==> config.mk <==
export PLATFORM = sky130hd
export DESIGN_NAME = uart_rx_fifo
export DESIGN_NICKNAME = d
export VERILOG_FILES = /design/src/rtl/uart_rx_fifo.sv
export SDC_FILE = /design/constraint.sdc
export NUM_CORES = 1
export LEC_CHECK = 0
export ABC_AREA = 1
export CAP_MARGIN = 0
export CORE_ASPECT_RATIO = 0.7
export CORE_UTILIZATION = 45
export DETAILED_ROUTE_END_ITERATION = 12
export HOLD_SLACK_MARGIN = 0.05
export PLACE_DENSITY = 0.67
export SLEW_MARGIN = 20
export SYNTH_ARGS = -nofsm -noshare
export SYNTH_HDL_FRONTEND = slang
export SYNTH_SLANG_ARGS = --single-unit
==> constraint.sdc <==
create_clock -name clk_i -period 2.1 [get_ports clk_i]
set_input_delay 0.42 -clock clk_i [delete_from_list [all_inputs] [get_ports clk_i]]
set_output_delay 0.42 -clock clk_i [all_outputs]
set_load 0.02 [all_outputs]
==> src/rtl/uart_rx_fifo.sv <==
// rtl/uart_rx_fifo.sv - parametrised UART receiver with glitch rejection, parity/framing checks and receive FIFO
module uart_rx_fifo #(
   parameter int CLKS_PER_BIT = 10417,
   parameter int DATA_BITS    = 8,
   parameter int PARITY       = 0,
   parameter int STOP_BITS    = 1,
   parameter int FIFO_DEPTH   = 4
) (
   input  logic                 clk_i,
   input  logic                 rst_ni,
   input  logic                 rx,
   output logic [DATA_BITS-1:0] o_rx_data,
   output logic                 o_frame_err,
   output logic                 o_parity_err,
   output logic                 o_rx_valid,
   input  logic                 i_rx_ready,
   output logic                 o_overrun
);
   localparam int CNT_W  = $clog2(CLKS_PER_BIT);
   localparam int IDX_W  = $clog2(DATA_BITS + 1);
   localparam int PTR_W  = $clog2(FIFO_DEPTH);
   localparam int WORD_W = DATA_BITS + 2;

   localparam logic [CNT_W-1:0] HALF_M1  = CNT_W'(CLKS_PER_BIT / 2 - 1);
   localparam logic [CNT_W-1:0] FULL_M1  = CNT_W'(CLKS_PER_BIT - 1);
   localparam logic [IDX_W-1:0] LAST_IDX = IDX_W'(DATA_BITS - 1);
   localparam logic [PTR_W:0]   DEPTH_C  = (PTR_W + 1)'(FIFO_DEPTH);

   typedef enum logic [2:0] {S_IDLE, S_START, S_DATA, S_PARITY, S_STOP} state_t;

   logic                 sync0_q, s1_q, prev_q;
   state_t               state_q, state_d;
   logic [CNT_W-1:0]     cnt_q, cnt_d;
   logic [IDX_W-1:0]     idx_q, idx_d;
   logic [DATA_BITS-1:0] data_q, data_d;
   logic                 ferr_q, ferr_d;
   logic                 perr_q, perr_d;
   logic                 stop_q, stop_d;
   logic                 push_q, push_d;
   logic                 fall;

   logic [WORD_W-1:0]    mem_q [FIFO_DEPTH];
   logic [PTR_W-1:0]     wptr_q, wptr_d, rptr_q, rptr_d;
   logic [PTR_W:0]       count_q, count_d;
   logic                 full, pop, push_ok;
   logic [WORD_W-1:0]    head;

   assign fall = prev_q & ~s1_q;

   always_comb begin
      state_d = state_q;
      cnt_d   = cnt_q + CNT_W'(1);
      idx_d   = idx_q;
      data_d  = data_q;
      ferr_d  = ferr_q;
      perr_d  = perr_q;
      stop_d  = stop_q;
      push_d  = 1'b0;
      case (state_q)
         S_IDLE: begin
            cnt_d = '0;
            if (fall) begin
               state_d = S_START;
               data_d  = '0;
               ferr_d  = 1'b0;
               perr_d  = 1'b0;
            end
         end
         S_START: begin
            if (cnt_q == HALF_M1) begin
               cnt_d = '0;
               idx_d = '0;
               state_d = s1_q ? S_IDLE : S_DATA;
            end
         end
         S_DATA: begin
            // LSB arrives first, so after DATA_BITS right shifts it sits at bit 0
            if (cnt_q == FULL_M1) begin
               cnt_d  = '0;
               data_d = {s1_q, data_q[DATA_BITS-1:1]};
               idx_d  = idx_q + IDX_W'(1);
               if (idx_q == LAST_IDX) begin
                  stop_d  = 1'b0;
                  state_d = (PARITY != 0) ? S_PARITY : S_STOP;
               end
            end
         end
         S_PARITY: begin
            if (cnt_q == FULL_M1) begin
               cnt_d   = '0;
               perr_d  = (PARITY == 1) ? ~(^data_q ^ s1_q) : (^data_q ^ s1_q);
               stop_d  = 1'b0;
               state_d = S_STOP;
            end
         end
         S_STOP: begin
            if (cnt_q == FULL_M1) begin
               cnt_d = '0;
               if (!s1_q) ferr_d = 1'b1;
               if (stop_q == 1'(STOP_BITS - 1)) begin
                  state_d = S_IDLE;
                  push_d  = 1'b1;
               end else begin
                  stop_d = 1'b1;
               end
            end
         end
         default: state_d = S_IDLE;
      endcase
   end

   assign full    = (count_q == DEPTH_C);
   assign pop     = o_rx_valid & i_rx_ready;
   assign push_ok = push_q & (~full | pop);

   always_comb begin
      wptr_d  = wptr_q;
      rptr_d  = rptr_q;
      count_d = count_q;
      if (push_ok) wptr_d = wptr_q + PTR_W'(1);
      if (pop)     rptr_d = rptr_q + PTR_W'(1);
      case ({push_ok, pop})
         2'b10:   count_d = count_q + (PTR_W + 1)'(1);
         2'b01:   count_d = count_q - (PTR_W + 1)'(1);
         default: count_d = count_q;
      endcase
   end

   always_ff @(posedge clk_i) begin
      if (!rst_ni) begin
         sync0_q <= 1'b1;
         s1_q    <= 1'b1;
         prev_q  <= 1'b1;
         state_q <= S_IDLE;
         cnt_q   <= '0;
         idx_q   <= '0;
         data_q  <= '0;
         ferr_q  <= 1'b0;
         perr_q  <= 1'b0;
         stop_q  <= 1'b0;
         push_q  <= 1'b0;
         wptr_q  <= '0;
         rptr_q  <= '0;
         count_q <= '0;
      end else begin
         sync0_q <= rx;
         s1_q    <= sync0_q;
         prev_q  <= s1_q;
         state_q <= state_d;
         cnt_q   <= cnt_d;
         idx_q   <= idx_d;
         data_q  <= data_d;
         ferr_q  <= ferr_d;
         perr_q  <= perr_d;
         stop_q  <= stop_d;
         push_q  <= push_d;
         wptr_q  <= wptr_d;
         rptr_q  <= rptr_d;
         count_q <= count_d;
      end
   end

   always_ff @(posedge clk_i) begin
      if (push_ok) mem_q[wptr_q] <= {perr_q, ferr_q, data_q};
   end

   // Outputs read as zero while empty so reset leaves no stale word visible
   assign head         = mem_q[rptr_q];
   assign o_rx_valid   = (count_q != '0);
   assign o_rx_data    = o_rx_valid ? head[DATA_BITS-1:0] : '0;
   assign o_frame_err  = o_rx_valid & head[DATA_BITS];
   assign o_parity_err = o_rx_valid & head[DATA_BITS+1];
   assign o_overrun    = push_q & full & ~pop;
endmodule

==> results of run 1 <==
==> timing repair <==
item / in CTS / in global routing
hold buffers: 0 / 0
resized for setup: 14 / 11
cloned: 0 / 0
setup endpoints to repair: 11 / 7
setup buffers: 0 / 0
==> sequential cells by signal, indices dropped and copies added, names as in the netlist, 2 cells and up, named ones only <==
signal	cells
cnt_q	14
count_q	3
data_q	8
idx_q	4
mem_q	40
rptr_q	2
state_q	3
wptr_q	2
==> critical path, stage by stage (launching register included) <==
cell           delay [ns]
dfxtp_2              0.42
buf_12               0.14
nor2_1               0.04
nor2_1               0.07
o21ai_0              0.09
a21oi_1              0.14
dlygate4sd2_1        0.36
==> routing by layer <==
layer / share of wire / wire length [µm] / vias up
met1: 0.51 / 3900 / 1375
met5: 0 / 0 / -
met4: 0.0090 / 68 / 0
met2: 0.43 / 3250 / 72
met3: 0.050 / 380 / 6
li1: - / - / 1613
==> Yosys cell counts <==
library cell,n
buf_1,1
nor2_2,3
buf_6,2
and3_1,1
o21ai_0,26
nor2_4,3
clkbuf_1,6
buf_2,1
clkbuf_8,1
o21bai_4,1
xor2_1,12
clkinv_2,1
xnor2_1,1
inv_2,4
fa_1,1
o21ai_4,1
nor3_1,6
a21oi_2,6
or2_2,2
nor2_1,96
nand2_2,7
nand3b_1,3
edfxtp_1,40
o2111ai_1,1
nand3_1,35
dfxtp_1,44
inv_1,53
nand4_2,1
a21oi_1,27
nand2_1,82
ha_1,7
clkinv_1,3
nand2_4,1
==> power by group through the flow <==
| stage | Clock (mW) | Sequential [mW] | Combinational [mW] |
|---|---|---|---|
| after CTS | 1.61 | 2.25 | 1.92 |
| after floorplan | 0 | 2.17 | 1.41 |
| final | 1.56 | 2.25 | 1.90 |
| after global placement | 0 | 2.26 | 1.93 |
| after detailed placement | 0 | 2.28 | 1.99 |
| after global routing | 1.68 | 2.28 | 2.13 |
==> cells by family after synthesis <==
family / synth area share
xor gates and xnor gates: 0.0285
buffers and inverters: 0.0745
DFF: 0.521
adders and majority gates: 0.0269
AOI/OAI and AO/OA: 0.0905
and+or+nand+nor: 0.259
==> worst max-delay path by stage <==
stage,from,end,cells after the start
after floorplan,count_q[0]$_SDFFE_PN0P_,count_q[1]$_SDFFE_PN0P_,9
after global placement,i_rx_ready,o_overrun,5
after detailed placement,register,o_parity_err,6
after CTS,register,o_parity_err,6
after global routing,register,o_rx_data[2],5
final,register,o_rx_data[2],6
==> stage by stage <==
step	instance area [µm²]	total power, mW
detailed placement	4400	4.26
finish	4680	5.71
global placement	4400	4.19
CTS	4690	5.78
floorplan	4000	3.58
global route	4680	6.09
==> final cells by class <==
type / count / share of cell area
Sequential cell: 84 / 0.445
Inverter: 61 / 0.0495
Clock inverter: 5 / 0.0131
Clock buffer: 11 / 0.0519
Multi-Input combinational cell: 323 / 0.346
Timing Repair Buffer: 36 / 0.0621
Tap cell: 120 / 0.0321
==> results.cfg, run 1 <==
[clock_tree]
insertion_delay_ns = 0.33
htree_levels = 3
clockBufferDepth = 2
cts_tree = done
numCtsBuffers = 9
clk_pin_slew_ns = 0.06
clock_sinks = 84
cts-root-buf = clkbuf_16

[power]
p_leak_nw = 1.94
share_comb_of_total_power = 0.333
p_clk_frac = 0.274
intPower_mw = 3.65
power_density_mw_per_mm2 = 1220
ir_drop_v = 0.000420
switching_power_mw = 2.06
switching_share = 0.360
seq_power_share = 0.393

[critical_path]
required_ns = 1.68
reg2reg_to = cnt_q[7]$_SDFF_PN0_
rr_startpoint = cnt_q[1]$_SDFF_PN0_
cp-start-kind = register
cp_data_arrival_time_ns = 1.61
rrSetupSlack_ns = 0.33
reg2regPathDepth = 10
critical_path_class = register to primary output
end_kind = primary output
crit_fanout = 8

[route]
first_pass_iters = 5
drt-initial-drc-count = 234
ant_nets = 0
remaining_drc_errors = 0
wl_mm = 7.59
vias = 3066
via_per_inst = 4.79
wl_per_cell_um = 11.9

[logic_synthesis]
synth-seq-cells = 84
synthesis.nets = 491
synth_area_mm2 = 0.00400
ys_types = 33
ys_seq_area_frac = 0.521
synth.top_cell.area_share = 0.300
syn_area_per_cell_um2 = 8.35
yosysWarnings = 0
yosysTopAreaCell = edfxtp_1
netlist_instances = 479
ys_top_cells_by_area = edfxtp_1, dfxtp_1, nor2_1

[place]
port_buffers = 15
pre_cts_slack_ns = -0.0400
place.gp.congestion = 0.833
dpl.hpwl_mm = 5.47
placedCellCount = 624

[global_route]
grt_pass1_vias = 2641
grtUsageMet2 = 0.255
track_usage = 0.178
grt_overflow = 0
busiest_layer = met1
met1_usage = 0.257
antenna_found_initial = 0
grt_max_degree = 21
grt_pass1_wl_mm = 12.4
globalRouteMet3Util = 0.0425

[hold_path]
whs_path_depth = 1
hold_class = register to register
hold_end = s1_q$_SDFF_PN1_
hp-start = sync0_q$_SDFF_PN1_

[floorplan]
row_count = 28
design.die.area_mm2 = 0.00927
core_mm2 = 0.00855
die_w_um = 115
dieHeight_um = 80.9
start_util = 0.468
ioPinCount = 16

[finish]
multi_input_area_mm2 = 0.00162
syn_to_final_growth_pct = 17.0
drive_gt1_frac = 0.140
seq_area_mm2 = 0.00208
fin_nets = 527
stdcell_count = 640
final_common_cell = nor2_1
antenna_cells = 0
fillers = 803
final_cell_mix = nor2_1, nand2_1, inv_1
final_core_util = 0.547

[sta]
finalCritPeriodShare = 0.966
fmax_mhz = 493
hold_viol_final = 0
setup-tns-final_ns = 0
worstMarginPinSlew_ns = 0.474
setup_viol = 0
rsz0062_at_grt = no
hold_ws_ns = 0.411
layout_setup_ws_ns = 0.0723
slew_violations = 0
fin_skew_ns = 0.00654
period_needed_ns = 2.03
max-slew-margin-rel = 0.683

[status]
status = finished clean

[flow_run]
max_cap_violations = 0
Note: power is estimated with default switching activity, not from simulation.
==> run 2: changes to the inputs <==
CORE_MARGIN = 8   (was default)
SLEW_MARGIN = 0   (was 20)
==> run 2 against run 1 <==
  * Core utilization decreased by 0.63 points
  * Routed wire length increased by 3.2%
  * Count of clock-buffer cells in the layout decreased by 2
  * Non-clock buffer count decreased by 7
  * Maximum frequency increased by 1.7%
  * Sequential power about the same
  * Global-route usage decreased by 3.8 points
  * Clock skew decreased by 0.0013 ns
  * Design area decreased by 1.2%
  * Combinational power about the same
  * Hold slack improved by 0.0058 ns
  * Critical path type unchanged
  * Largest power group unchanged
  * Highest routed layer unchanged
==> results.cfg, run 2 (synthesized netlist as in run 1, its figures left out) <==
[finish]
antenna_cells = 0
final_common_cell = nor2_1
drive_gt1_frac = 0.135
fin_nets = 520
fillers = 804
final_cell_mix = nor2_1, nand2_1, inv_1
largest_register_ffs = 40
max_flop_register = mem_q
syn_to_final_growth_pct = 15.6
reg.largest.list = mem_q: 40 flops, cnt_q: 14 flops, data_q: 8 flops
final_core_util = 0.541

[floorplan]
ioPinCount = 16
core_mm2 = 0.00855
row_count = 28
design.die.area_mm2 = 0.0122
start_util = 0.468
die_w_um = 129
dieHeight_um = 94.9

[route]
ant_nets = 0
vias = 3092
wl_per_cell_um = 12.4
via_per_inst = 4.88
first_pass_iters = 5
remaining_drc_errors = 0
drt-initial-drc-count = 225
wl_mm = 7.83

[sta]
fin_skew_ns = 0.00524
fmax_mhz = 502
hold_ws_ns = 0.417
rsz0062_at_grt = no
period_needed_ns = 1.99
slew_violations = 0
max-slew-margin-rel = 0.683
finalCritPeriodShare = 0.949
setup_viol = 0
hold_viol_final = 0
worstMarginPinSlew_ns = 0.473

[global_route]
grt_pass1_wl_mm = 13.5
globalRouteMet3Util = 0.0540
grt_max_degree = 22
busiest_layer = met2
grt_pass1_vias = 2857
grtUsageMet2 = 0.215
grt_overflow = 0
track_usage = 0.141
met1_usage = 0.182
antenna_found_initial = 0

[clock_tree]
numCtsBuffers = 9
htree_levels = 3
postCtsHoldBufs = 0
postCtsSetupRepairBufs = 0
clock_sinks = 84
insertion_delay_ns = 0.34
clockBufferDepth = 2
cts_tree = done
clk_pin_slew_ns = 0.06
cts-root-buf = clkbuf_16

[critical_path]
end_kind = primary output
crit_fanout = 12
required_ns = 1.68
cp-start-kind = register
cp_data_arrival_time_ns = 1.57
reg2regPathDepth = 10
critical_path_class = register to primary output

[place]
port_buffers = 15
place.gp.congestion = 0.808
dpl.hpwl_mm = 5.44

[power]
ir_drop_v = 0.000499
power_density_mw_per_mm2 = 1240
p_leak_nw = 1.89

[flow_run]
max_cap_violations = 0

[status]
status = finished clean

[hold_path]
hold_class = register to register
whs_path_depth = 1
[run 2: worst paths after layout]
| kind | from | to | slack (ns) |
|---|---|---|---|
| max | register | o_rx_data[4] | 0.11 |
| min | sync0_q$_SDFF_PN1_ | s1_q$_SDFF_PN1_ | 0.42 |
| max reg2reg | cnt_q[0]$_SDFF_PN0_ | cnt_q[10]$_SDFF_PN0_ | 0.32 |
| min reg2reg | sync0_q$_SDFF_PN1_ | s1_q$_SDFF_PN1_ | 0.42 |
[run 2: layer usage]
layer | wire length, µm | vias up | share of wire
met1 | 3880 | 1429 | 0.50
met3 | 461 | 7 | 0.059
met2 | 3420 | 64 | 0.44
li1 | - | 1592 | -
met4 | 72 | 0 | 0.0092
met5 | 0 | - | 0
[run 2: critical path: stages, from the launching register on]
cell and delay [ns]:
dfxtp_2 0.39, buf_12 0.14, nor2_1 0.05, nor2_1 0.07, o21ai_0 0.09, a21oi_1 0.16
clkdlybuf4s15_1 0.33
[run 2: per-stage QoR]
step           instances  instance area [µm²]  setup WS [ns]  power, mW  setup TNS, ns
2_1_floorplan        479                 4000          0.442       3.58              0
3_3_place_gp         617                 4350        -0.0316       4.18        -0.0316
3_5_place_dp         617                 4350        -0.0223       4.25        -0.0223
4_1_cts              633                 4650         0.0121       5.80              0
5_1_grt              633                 4620        0.00152       6.15              0
6_report             633                 4620          0.106       5.73              0
[run 2: cell type report]
type | instances | area, µm² | share of cell area
Clock buffer | 9 | 225 | 0.0487
Multi-Input combinational cell | 323 | 1620 | 0.350
Tap cell | 120 | 150 | 0.0325
Timing Repair Buffer | 29 | 235 | 0.0509
Clock inverter | 7 | 80.1 | 0.0173
Inverter | 61 | 231 | 0.0501
Sequential cell | 84 | 2080 | 0.451
[run 2: what timing repair did]
item	in CTS	in global routing
setup endpoints to repair	11	7
gates cloned	0	0
gates resized for setup	18	11
[run 2: power by group]
group / internal [mW] / switching [mW] / leakage [nW] / total, mW
Sequential: 1.97 / 0.268 / 0.726 / 2.24
Combinational: 0.699 / 1.19 / 1.02 / 1.88
Clock: 0.937 / 0.676 / 0.143 / 1.61
Total: 3.60 / 2.13 / 1.89 / 5.73
